<file path="config.mk">
export PLATFORM = sky130hd
export DESIGN_NAME = cmd_regbank
export DESIGN_NICKNAME = d
export VERILOG_FILES = /design/src/rtl/cmd_regbank_pkg.sv /design/src/rtl/cmd_regbank_pulse_stretch.sv /design/src/rtl/cmd_regbank.sv
export SDC_FILE = /design/constraint.sdc
export NUM_CORES = 1
export LEC_CHECK = 0
export BUFFER_PORTS_ARGS = -buffer_cell sky130_fd_sc_hd__clkbuf_2
export CAP_MARGIN = 20
export CORE_MARGIN = 5
export CORE_UTILIZATION = 55
export CTS_BUF_LIST = sky130_fd_sc_hd__clkbuf_2 sky130_fd_sc_hd__clkbuf_4 sky130_fd_sc_hd__clkbuf_8
export CTS_CLUSTER_DIAMETER = 40
export DETAILED_ROUTE_END_ITERATION = 10
export HOLD_SLACK_MARGIN = 0.1
export PLACE_DENSITY_LB_ADDON = 0.3
export SLEW_MARGIN = 20
export SYNTH_ARGS = -nofsm -noshare
export SYNTH_HDL_FRONTEND = slang
export SYNTH_HIERARCHICAL = 1
export SYNTH_SLANG_ARGS = --single-unit
</file>
<file path="constraint.sdc">
create_clock -name clk -period 14.9 [get_ports clk]
set_clock_uncertainty 0.2 [all_clocks]
set_input_delay 0.745 -clock clk [delete_from_list [all_inputs] [get_ports clk]]
set_output_delay 0.745 -clock clk [all_outputs]
set_load 0.005 [all_outputs]
</file>
<file path="src/rtl/cmd_regbank_pkg.sv">
// cmd_regbank_pkg: address map, field widths and decode helper shared by the command register bank
package cmd_regbank_pkg;
  localparam int ADDR_ADC_RST = 'h00;
  localparam int ADDR_CHSEL   = 'h01;
  localparam int ADDR_DATANUM = 'h02;
  localparam int ADDR_SPEED   = 'h03;
  localparam int ADDR_CTRL    = 'h0D;
  localparam int ADDR_ERRCLR  = 'h0E;
  localparam int ADDR_COMMIT  = 'h0F;
  localparam int CH_BASE      = 'h10;
  localparam int CH_STRIDE    = 4;
  localparam int WAVE_W       = 3;
  localparam int PHASE_W      = 16;
  localparam int OFF_RST      = 0;
  localparam int OFF_WAVE     = 1;
  localparam int OFF_FTW      = 2;
  localparam int OFF_PHASE    = 3;

  function automatic logic addr_mapped(input int a, input int n);
    return a <= ADDR_SPEED || (a >= ADDR_CTRL && a <= ADDR_COMMIT) ||
           (a >= CH_BASE && a < CH_BASE + CH_STRIDE * n);
  endfunction
endpackage

</file>
<file path="src/rtl/cmd_regbank_pulse_stretch.sv">
// pulse_stretch: holds pulse_o high for PULSE_LEN cycles after trig; a retrigger reloads the count
module pulse_stretch #(
  parameter int PULSE_LEN = 4
) (
  input  logic clk,
  input  logic reset,
  input  logic trig,
  output logic pulse_o
);
  localparam int CW = $clog2(PULSE_LEN + 1);
  logic [CW-1:0] cnt_q, cnt_d;
  always_comb cnt_d = trig ? CW'(PULSE_LEN) : (cnt_q != '0) ? cnt_q - CW'(1) : cnt_q;
  always_ff @(posedge clk or posedge reset)
    if (reset) cnt_q <= '0;
    else cnt_q <= cnt_d;
  assign pulse_o = cnt_q != '0;
endmodule

</file>
<file path="src/rtl/cmd_regbank.sv">
// cmd_regbank: command-stream register bank for ADC config and double-buffered DDS channels,
// with readback and a sticky unmapped-address error flag
import cmd_regbank_pkg::*;
module cmd_regbank #(
  parameter int ADDR_W    = 8,
  parameter int DATA_W    = 32,
  parameter int NUM_CH    = 2,
  parameter int CHSEL_W   = 8,
  parameter int PULSE_LEN = 4
) (
  input  logic                       clk,
  input  logic                       reset,
  input  logic                       cmdvalid,
  input  logic [ADDR_W-1:0]          cmd_addr,
  input  logic [DATA_W-1:0]          cmd_data,
  output logic                       cmd_ack,
  input  logic                       rd_req,
  input  logic [ADDR_W-1:0]          rd_addr,
  output logic                       rd_valid,
  output logic [DATA_W-1:0]          rd_data,
  output logic                       err_unmapped,
  output logic [CHSEL_W-1:0]         ChannelSel,
  output logic [DATA_W-1:0]          DataNum,
  output logic [DATA_W-1:0]          ADC_Speed_Set,
  output logic                       RestartReq,
  output logic [NUM_CH-1:0]          RestartReq_DDS,
  output logic [WAVE_W*NUM_CH-1:0]   DDS_WaveSel,
  output logic [DATA_W*NUM_CH-1:0]   DDS_FTW,
  output logic [PHASE_W*NUM_CH-1:0]  DDS_Phase
);
  logic [CHSEL_W-1:0] chsel_q, chsel_d;
  logic [DATA_W-1:0] num_q, num_d, speed_q, speed_d, rd_data_q, rd_data_d, rd_mux;
  logic [NUM_CH-1:0] mask_q, mask_d;
  logic ctrl_q, ctrl_d, err_q, err_d, ack_q, rdv_q, commit_w;
  logic [WAVE_W*NUM_CH-1:0] wave_stg_all;
  logic [DATA_W*NUM_CH-1:0] ftw_stg_all;
  logic [PHASE_W*NUM_CH-1:0] phase_stg_all;

  function automatic logic wr_at(input int a);
    return cmdvalid && cmd_addr == ADDR_W'(a);
  endfunction

  always_comb begin
    commit_w = wr_at(ADDR_COMMIT);
    chsel_d = wr_at(ADDR_CHSEL) ? cmd_data[CHSEL_W-1:0] : chsel_q;
    num_d = wr_at(ADDR_DATANUM) ? cmd_data : num_q;
    speed_d = wr_at(ADDR_SPEED) ? cmd_data : speed_q;
    ctrl_d = wr_at(ADDR_CTRL) ? cmd_data[0] : ctrl_q;
    mask_d = (commit_w && |cmd_data[NUM_CH-1:0]) ? cmd_data[NUM_CH-1:0] : mask_q;
    // a new error in the same cycle as a clear keeps the flag set
    err_d = (err_q && !wr_at(ADDR_ERRCLR)) ||
            (cmdvalid && !addr_mapped(32'(cmd_addr), NUM_CH)) ||
            (rd_req && !addr_mapped(32'(rd_addr), NUM_CH));
    rd_data_d = rd_req ? rd_mux : rd_data_q;
  end

  always_comb begin
    rd_mux = (rd_addr == ADDR_W'(ADDR_ADC_RST)) ? DATA_W'(RestartReq) :
             (rd_addr == ADDR_W'(ADDR_CHSEL))   ? DATA_W'(chsel_q) :
             (rd_addr == ADDR_W'(ADDR_DATANUM)) ? num_q :
             (rd_addr == ADDR_W'(ADDR_SPEED))   ? speed_q :
             (rd_addr == ADDR_W'(ADDR_CTRL))    ? DATA_W'(ctrl_q) :
             (rd_addr == ADDR_W'(ADDR_COMMIT))  ? DATA_W'(mask_q) : '0;
    for (int k = 0; k < NUM_CH; k++)
      if ((rd_addr >> 2) == ADDR_W'((CH_BASE + CH_STRIDE * k) >> 2))
        rd_mux = (rd_addr[1:0] == 2'(OFF_RST))  ? DATA_W'(RestartReq_DDS[k]) :
                 (rd_addr[1:0] == 2'(OFF_WAVE)) ? DATA_W'(wave_stg_all[WAVE_W*k +: WAVE_W]) :
                 (rd_addr[1:0] == 2'(OFF_FTW))  ? ftw_stg_all[DATA_W*k +: DATA_W] :
                 DATA_W'(phase_stg_all[PHASE_W*k +: PHASE_W]);
  end

  always_ff @(posedge clk or posedge reset)
    if (reset) begin
      chsel_q <= '1;
      num_q <= '0;
      speed_q <= '0;
      ctrl_q <= 1'b0;
      mask_q <= '0;
      err_q <= 1'b0;
      ack_q <= 1'b0;
      rdv_q <= 1'b0;
      rd_data_q <= '0;
    end else begin
      chsel_q <= chsel_d;
      num_q <= num_d;
      speed_q <= speed_d;
      ctrl_q <= ctrl_d;
      mask_q <= mask_d;
      err_q <= err_d;
      ack_q <= cmdvalid;
      rdv_q <= rd_req;
      rd_data_q <= rd_data_d;
    end

  pulse_stretch #(.PULSE_LEN(PULSE_LEN)) u_adc_rst (
    .clk(clk), .reset(reset), .trig(wr_at(ADDR_ADC_RST)), .pulse_o(RestartReq)
  );

  for (genvar k = 0; k < NUM_CH; k++) begin : g_ch
    localparam int BASE = CH_BASE + CH_STRIDE * k;
    logic hit, hr, hw, hf, hp, commit;
    logic [WAVE_W-1:0] wave_stg_q, wave_stg_d, wave_act_q, wave_act_d;
    logic [DATA_W-1:0] ftw_stg_q, ftw_stg_d, ftw_act_q, ftw_act_d;
    logic [PHASE_W-1:0] ph_stg_q, ph_stg_d, ph_act_q, ph_act_d;
    always_comb begin
      hit = cmdvalid && (cmd_addr >> 2) == ADDR_W'(BASE >> 2);
      hr = hit && cmd_addr[1:0] == 2'(OFF_RST);
      hw = hit && cmd_addr[1:0] == 2'(OFF_WAVE);
      hf = hit && cmd_addr[1:0] == 2'(OFF_FTW);
      hp = hit && cmd_addr[1:0] == 2'(OFF_PHASE);
      commit = commit_w && cmd_data[k];
      wave_stg_d = hw ? cmd_data[WAVE_W-1:0] : wave_stg_q;
      ftw_stg_d = hf ? cmd_data : ftw_stg_q;
      ph_stg_d = hp ? cmd_data[PHASE_W-1:0] : ph_stg_q;
      wave_act_d = commit ? wave_stg_q : (ctrl_q && hw) ? cmd_data[WAVE_W-1:0] : wave_act_q;
      ftw_act_d = commit ? ftw_stg_q : (ctrl_q && hf) ? cmd_data : ftw_act_q;
      ph_act_d = commit ? ph_stg_q : (ctrl_q && hp) ? cmd_data[PHASE_W-1:0] : ph_act_q;
    end
    always_ff @(posedge clk or posedge reset)
      if (reset) begin
        wave_stg_q <= '0;
        ftw_stg_q <= '0;
        ph_stg_q <= '0;
        wave_act_q <= '0;
        ftw_act_q <= '0;
        ph_act_q <= '0;
      end else begin
        wave_stg_q <= wave_stg_d;
        ftw_stg_q <= ftw_stg_d;
        ph_stg_q <= ph_stg_d;
        wave_act_q <= wave_act_d;
        ftw_act_q <= ftw_act_d;
        ph_act_q <= ph_act_d;
      end
    pulse_stretch #(.PULSE_LEN(PULSE_LEN)) u_dds_rst (
      .clk(clk), .reset(reset), .trig(hr || commit), .pulse_o(RestartReq_DDS[k])
    );
    assign DDS_WaveSel[WAVE_W*k +: WAVE_W] = wave_act_q;
    assign DDS_FTW[DATA_W*k +: DATA_W] = ftw_act_q;
    assign DDS_Phase[PHASE_W*k +: PHASE_W] = ph_act_q;
    assign wave_stg_all[WAVE_W*k +: WAVE_W] = wave_stg_q;
    assign ftw_stg_all[DATA_W*k +: DATA_W] = ftw_stg_q;
    assign phase_stg_all[PHASE_W*k +: PHASE_W] = ph_stg_q;
  end

  assign cmd_ack = ack_q;
  assign rd_valid = rdv_q;
  assign rd_data = rd_data_q;
  assign err_unmapped = err_q;
  assign ChannelSel = chsel_q;
  assign DataNum = num_q;
  assign ADC_Speed_Set = speed_q;
endmodule

</file>
Yosys cells after proc, flatten, opt, wreduce, memory -nomap -nowiden
Cells that the tools add are included.
- register bits after elaboration: 323
- output and inout port bits: 212
- logic and storage cells: 150
- add/subtract/negate cells: 3
- order comparisons: 10
- equality and inequality tests: 20
- multiplexer cells: 32
- reductions and logical operators: 61
- operator list (operator ; number):
    $mux 32 ; 16
    $mux 16 ; 4
    $eq 8x4->1 const B ; 5
    $logic_and 1x1->1 ; 33
    $eq 8x2->1 const B ; 4
    $mux 3 ; 10
    $eq 6x3->1 const B ; 4
    $reduce_bool 2->1 ; 9
    $eq 8x1->1 const B ; 2
    $ge 8x4->1 const B ; 2
    $ge 8x5->1 const B ; 2
    $le 8x2->1 const B ; 2
    $le 8x4->1 const B ; 2
    $logic_not 8->1 ; 2
    $lt 8x5->1 const B ; 2
    $reduce_bool 3->1 ; 3
    $sub 3x1->3 const B ; 3
    $logic_or 1x1->1 ; 8
    $eq 2x2->1 const B ; 3
    $eq 2x1->1 const B ; 2
    $logic_not 2->1 ; 2
    $mux 2 ; 2
    $logic_not 1->1 ; 3
    $reduce_or 2->1 ; 1

Longest topological paths before layout
- depth in word-level cells: 9
- mapped depth: 9

Hierarchy
The synthesis kept the hierarchy.
- by module, submodules not included (module ; instances ; cells each ; area an instance (µm²) ; seq. area each (µm²)):
    cmd_regbank ; 1 ; 1308 ; 14191.1 ; 7867.5
    pulse_stretch ; 3 ; 17 ; 181.4 ; 75.1

Worst setup path before layout
Ideal clock, no wire load.
- path type: input to register
- start: input port cmd_addr[5]
- end: register g_ch[1].u_dds_rst.cnt_q[0]
- library setup time: 0.125 ns
- arrival: 2.489 ns
- required time: 14.575 ns
- path slack: 12.086 ns
- stages: 9
- cells stage by stage: nor4_1 -> and3_1 -> buf_2 -> nand3_1 -> buf_2 -> buf_2 -> o21ai_0 -> and2b_1 -> mux2_2
- word-level cells in the longest chain between the ends: 5
- ends and longest elaborated chain (item ; RTL line ; text):
    from (decl) ; cmd_regbank.sv:14 ; input logic [ADDR_W-1:0] cmd_addr,
    $eq 8x4->1 / $eq 6x3->1 (equally long branches) ; cmd_regbank.sv:40, cmd_regbank.sv:106 ;
    $logic_and 1x1->1, on equally long branches ; cmd_regbank.sv:40, cmd_regbank.sv:106 ;
    $logic_and 1x1->1, on equally long branches ; cmd_regbank.sv:111, cmd_regbank.sv:107 ;
    $logic_or 1x1->1 (*) ; cmd_regbank.sv:136 ; .clk(clk), .reset(reset), .trig(hr || commit), .pulse_o(RestartReq_DDS[k])
    $mux 3 / $reduce_bool 2->1 (equally long branches) ; -- ;
    to (signal assigned) ; cmd_regbank_pulse_stretch.sv:15 ; else cnt_q <= cnt_d;
    to (decl) ; cmd_regbank_pulse_stretch.sv:11 ; logic [CW-1:0] cnt_q, cnt_d;
Mark *: on every way between the ends. The rest lies on a longest branch, timed or not.
A chain may end at the register's enable or synchronous reset.

Worst setup path after layout
- start: input port cmdvalid
- end: register g_ch[1].ph_act_q[5]
- word-level cells in the longest chain between the ends: 4
- ends and longest elaborated chain (item ; RTL line ; text):
    from (decl) ; cmd_regbank.sv:13 ; input logic cmdvalid,
    $logic_and 1x1->1 ; cmd_regbank.sv:106 ; hit = cmdvalid && (cmd_addr >> 2) == ADDR_W'(BASE >> 2);
    $logic_and 1x1->1 ; cmd_regbank.sv:110 ; hp = hit && cmd_addr[1:0] == 2'(OFF_PHASE);
    $logic_and 1x1->1 ; cmd_regbank.sv:117 ; ph_act_d = commit ? ph_stg_q : (ctrl_q && hp) ? cmd_data[PHASE_W-1:0] : ph_act_q;
    $reduce_bool 2->1 (no source line) ; -- ;
    to (signal assigned) ; cmd_regbank.sv:133 ; ph_act_q <= ph_act_d;
    to (decl) ; cmd_regbank.sv:104 ; logic [PHASE_W-1:0] ph_stg_q, ph_stg_d, ph_act_q, ph_act_d;
Several ways; a longest one is shown, not always the timed one.

==> metrics.cfg <==
[placed_design]
io_buffer_count=263
place_area_sq_um=16200
hpwl_um=26900
globalplace.congestion=0.855

[route]
drt_iter0_markers=1215
vias=11800
firstDrtPassIters=6
avgRoutedWirePerCell_um=21.9
avgViaCountPerCell=5.97
totalWireLength_um=43300
drc=0
ant_nets=0

[critical_path]
critPathLaunchType=input port
crit_slowest_cell=nor2_2
cp-endpoint=g_ch[1].ph_act_q[5]
crit_arrival_ps=3500
cp.required_ps=15170
ff2ff_setup_slack_ps=12360
max_stage_delay_ps=1000
reg2regPathDepth=5
crit_fanout=17
critPathCaptureType=register
r2r-start=ctrl_q
crit_type=input port to register
startpoint=cmdvalid
crit_chain=clkbuf_2, and3_1, nand3_2, nor2_2, nand2_1, a31oi_1
rr_endpoint=g_ch[1].ftw_act_q[16]

[flow_run]
cap_violations=0

[clock_tree]
post_cts_resized=0
cts_sinks=323
cts_tree=done
clk_pin_slew_worst_paths_ps=60
clock_latency_ps=560
cts-root-buf=clkbuf_8
htree_levels=2
cts_buffer_depth=3
cts_inserted_buffers=54

[grt]
grt_pass1_wl_um=67600
grt_antenna_before_repair=0
grt_max_degree=171
grt_usage_pct=28.1
first_global_vias=11700
gr-total-overflow=0

[synth]
yosysUniqueCellTypes=56
yosysSeqAreaShare_pct=54.9
synth_common_cells=dfrtp_1, nand2_1, mux2_2
synthTopCellsByArea=dfrtp_1, mux2_2, nand2_1
async_flop_share_pct=100
yosys.area.top_type_share_pct=53.5
ys_warn_count=6
synthCells=1359
syn_area_per_cell_sq_um=10.8
syn_area_sq_um=14700
synth_top_flop_cell=dfrtp_1
synth_nets=1417
synthMostInstantiatedCell=dfrtp_1
synth-seq-cells=323
synth_edf_count=0
yosys.area.top_type=dfrtp_1

[floorplanning]
die_w_um=174
ios=264
die_y_um=174
core-area_sq_um=26700
rows=60
dieArea_sq_um=30200
start_util_pct=55.3

[layout]
multiInputGateArea_sq_um=6140
drive_gt1_share_pct=36.7
num_antenna_cells=0
regArea_sq_um=8090
fin_area_sq_um=17500
syn_to_final_growth_pct=18.8
layout.nets=1648
fill_cells=2086
final_util_pct=65.7

[timing]
min_period_ps=3230
hold_viol=0
tightest_slew_ps=1110
setup_viol=0
whs_ps=185
rsz0062_at_grt=false
fmax_ghz=0.310
drv_slew=0
setup-tns-final_ps=0
period_share_pct=21.7
relSlewSlack_pct=25.4

[outcome]
status=completed

[pwr]
power.density_nw_per_um2=116
p_leak_nw=9.02
ir_drop_mv=0.0874

[hold_path]
hold_path_class=input port to register

[cell families (layout without fill, tap and decap cells)]
kind of cell	Yosys count	count (layout)	synth area share [%]
simple gates	441	441	13.3
flops	323	323	54.9
compound gates	237	237	10.7
fa+ha+maj	6	6	0.509
mux	219	219	16.8
buf+inv	133	409	3.78
[state kept, by name (all words and copies together), names as in the netlist, 8 cells and up]
name / count
ADC_Speed_Set: 32
ChannelSel: 8
DataNum: 32
g_ch.ftw_act_q: 64
g_ch.ftw_stg_q: 64
g_ch.ph_act_q: 32
g_ch.ph_stg_q: 32
rd_data: 32
[cells in the final DEF (no fill, tap or decap), types with 5 or more instances in the layout]
| master | synthesis | layout |
|---|---|---|
| a211oi_1 | 10 | 10 |
| a21oi_1 | 36 | 36 |
| a221oi_1 | 5 | 5 |
| a222oi_1 | 16 | 16 |
| a22o_1 | 6 | 6 |
| a22oi_1 | 5 | 5 |
| a2bb2oi_1 | 16 | 16 |
| a31oi_1 | 96 | 96 |
| buf_4 | 1 | 11 |
| clkbuf_2 | 1 | 263 |
| clkbuf_4 | 0 | 22 |
| clkbuf_8 | 0 | 69 |
| clkinv_2 | 0 | 8 |
| dfrtp_1 | 315 | 315 |
| dfstp_2 | 8 | 8 |
| ha_1 | 6 | 6 |
| inv_1 | 27 | 26 |
| mux2_1 | 16 | 16 |
| mux2_2 | 179 | 179 |
| mux2i_1 | 21 | 21 |
| nand2_1 | 224 | 220 |
| nand3_1 | 15 | 13 |
| nor2_1 | 138 | 137 |
| nor2b_1 | 16 | 16 |
| o21ai_0 | 20 | 20 |
| o22ai_1 | 19 | 19 |
[final cells by class]
cell class                 instances  area share [%]
multi-input combinational        903            35.0
tap                              341            2.44
sequential                       323            46.2
clock buffer                      91            6.37
clock inverter                    10           0.443
inverter                          27           0.622
timing repair buffer             281            8.86
[critical path: cells and delay by family]
kind	cells	cell delay (ps)
AND/OR/NAND/NOR	4	2330
AO/OA/AOI/OAI	1	260
buffers and inverters	1	140
[power breakdown]
group	total, mW	internal [mW]	leakage [nW]	switching (mW)
logic	0.222	0.102	4.01	0.120
clock network	0.842	0.488	0.643	0.354
registers	0.974	0.933	4.37	0.0407
[layer usage]
| metal | GRT usage, % | vias to the layer above | wire length, um |
|---|---|---|---|
| met4 | 9.44 | 0 | 1470 |
| met2 | 44.7 | 521 | 20300 |
| met5 | 0 | - | 0 |
| met1 | 39.5 | 5911 | 18300 |
| met3 | 4.89 | 91 | 3240 |
| li1 | - | 5280 | - |
[metrics by stage]
stage | setup slack [ps] | std cells | power [mW]
after global placement | 11060 | 1869 | 1.20
after global routing | 11580 | 1976 | 2.12
after detailed placement | 10960 | 1869 | 1.21
after CTS | 11550 | 1971 | 2.05
after floorplan | 5280 | 1359 | 1.12
final | 11670 | 1976 | 2.04
[timing repair]
action	4_1_cts	5_1_grt
hold buffers	1	0
setup buffers	0	0
hold endpoints to repair	9	0
endpoints found under the setup margin	0	0
[how the worst min path moves through the flow]
stage	startpoint	to	slack [ps]	cells past startpoint
floorplan	mask_q[0]	mask_q[0]	250	2
global placement	mask_q[1]	mask_q[1]	260	2
detailed placement	mask_q[1]	mask_q[1]	270	2
CTS	cmdvalid	cmd_ack	140	1
global route	cmdvalid	cmd_ack	160	1
finish	cmdvalid	cmd_ack	180	1
Note: power is estimated with default switching activity, not from simulation.
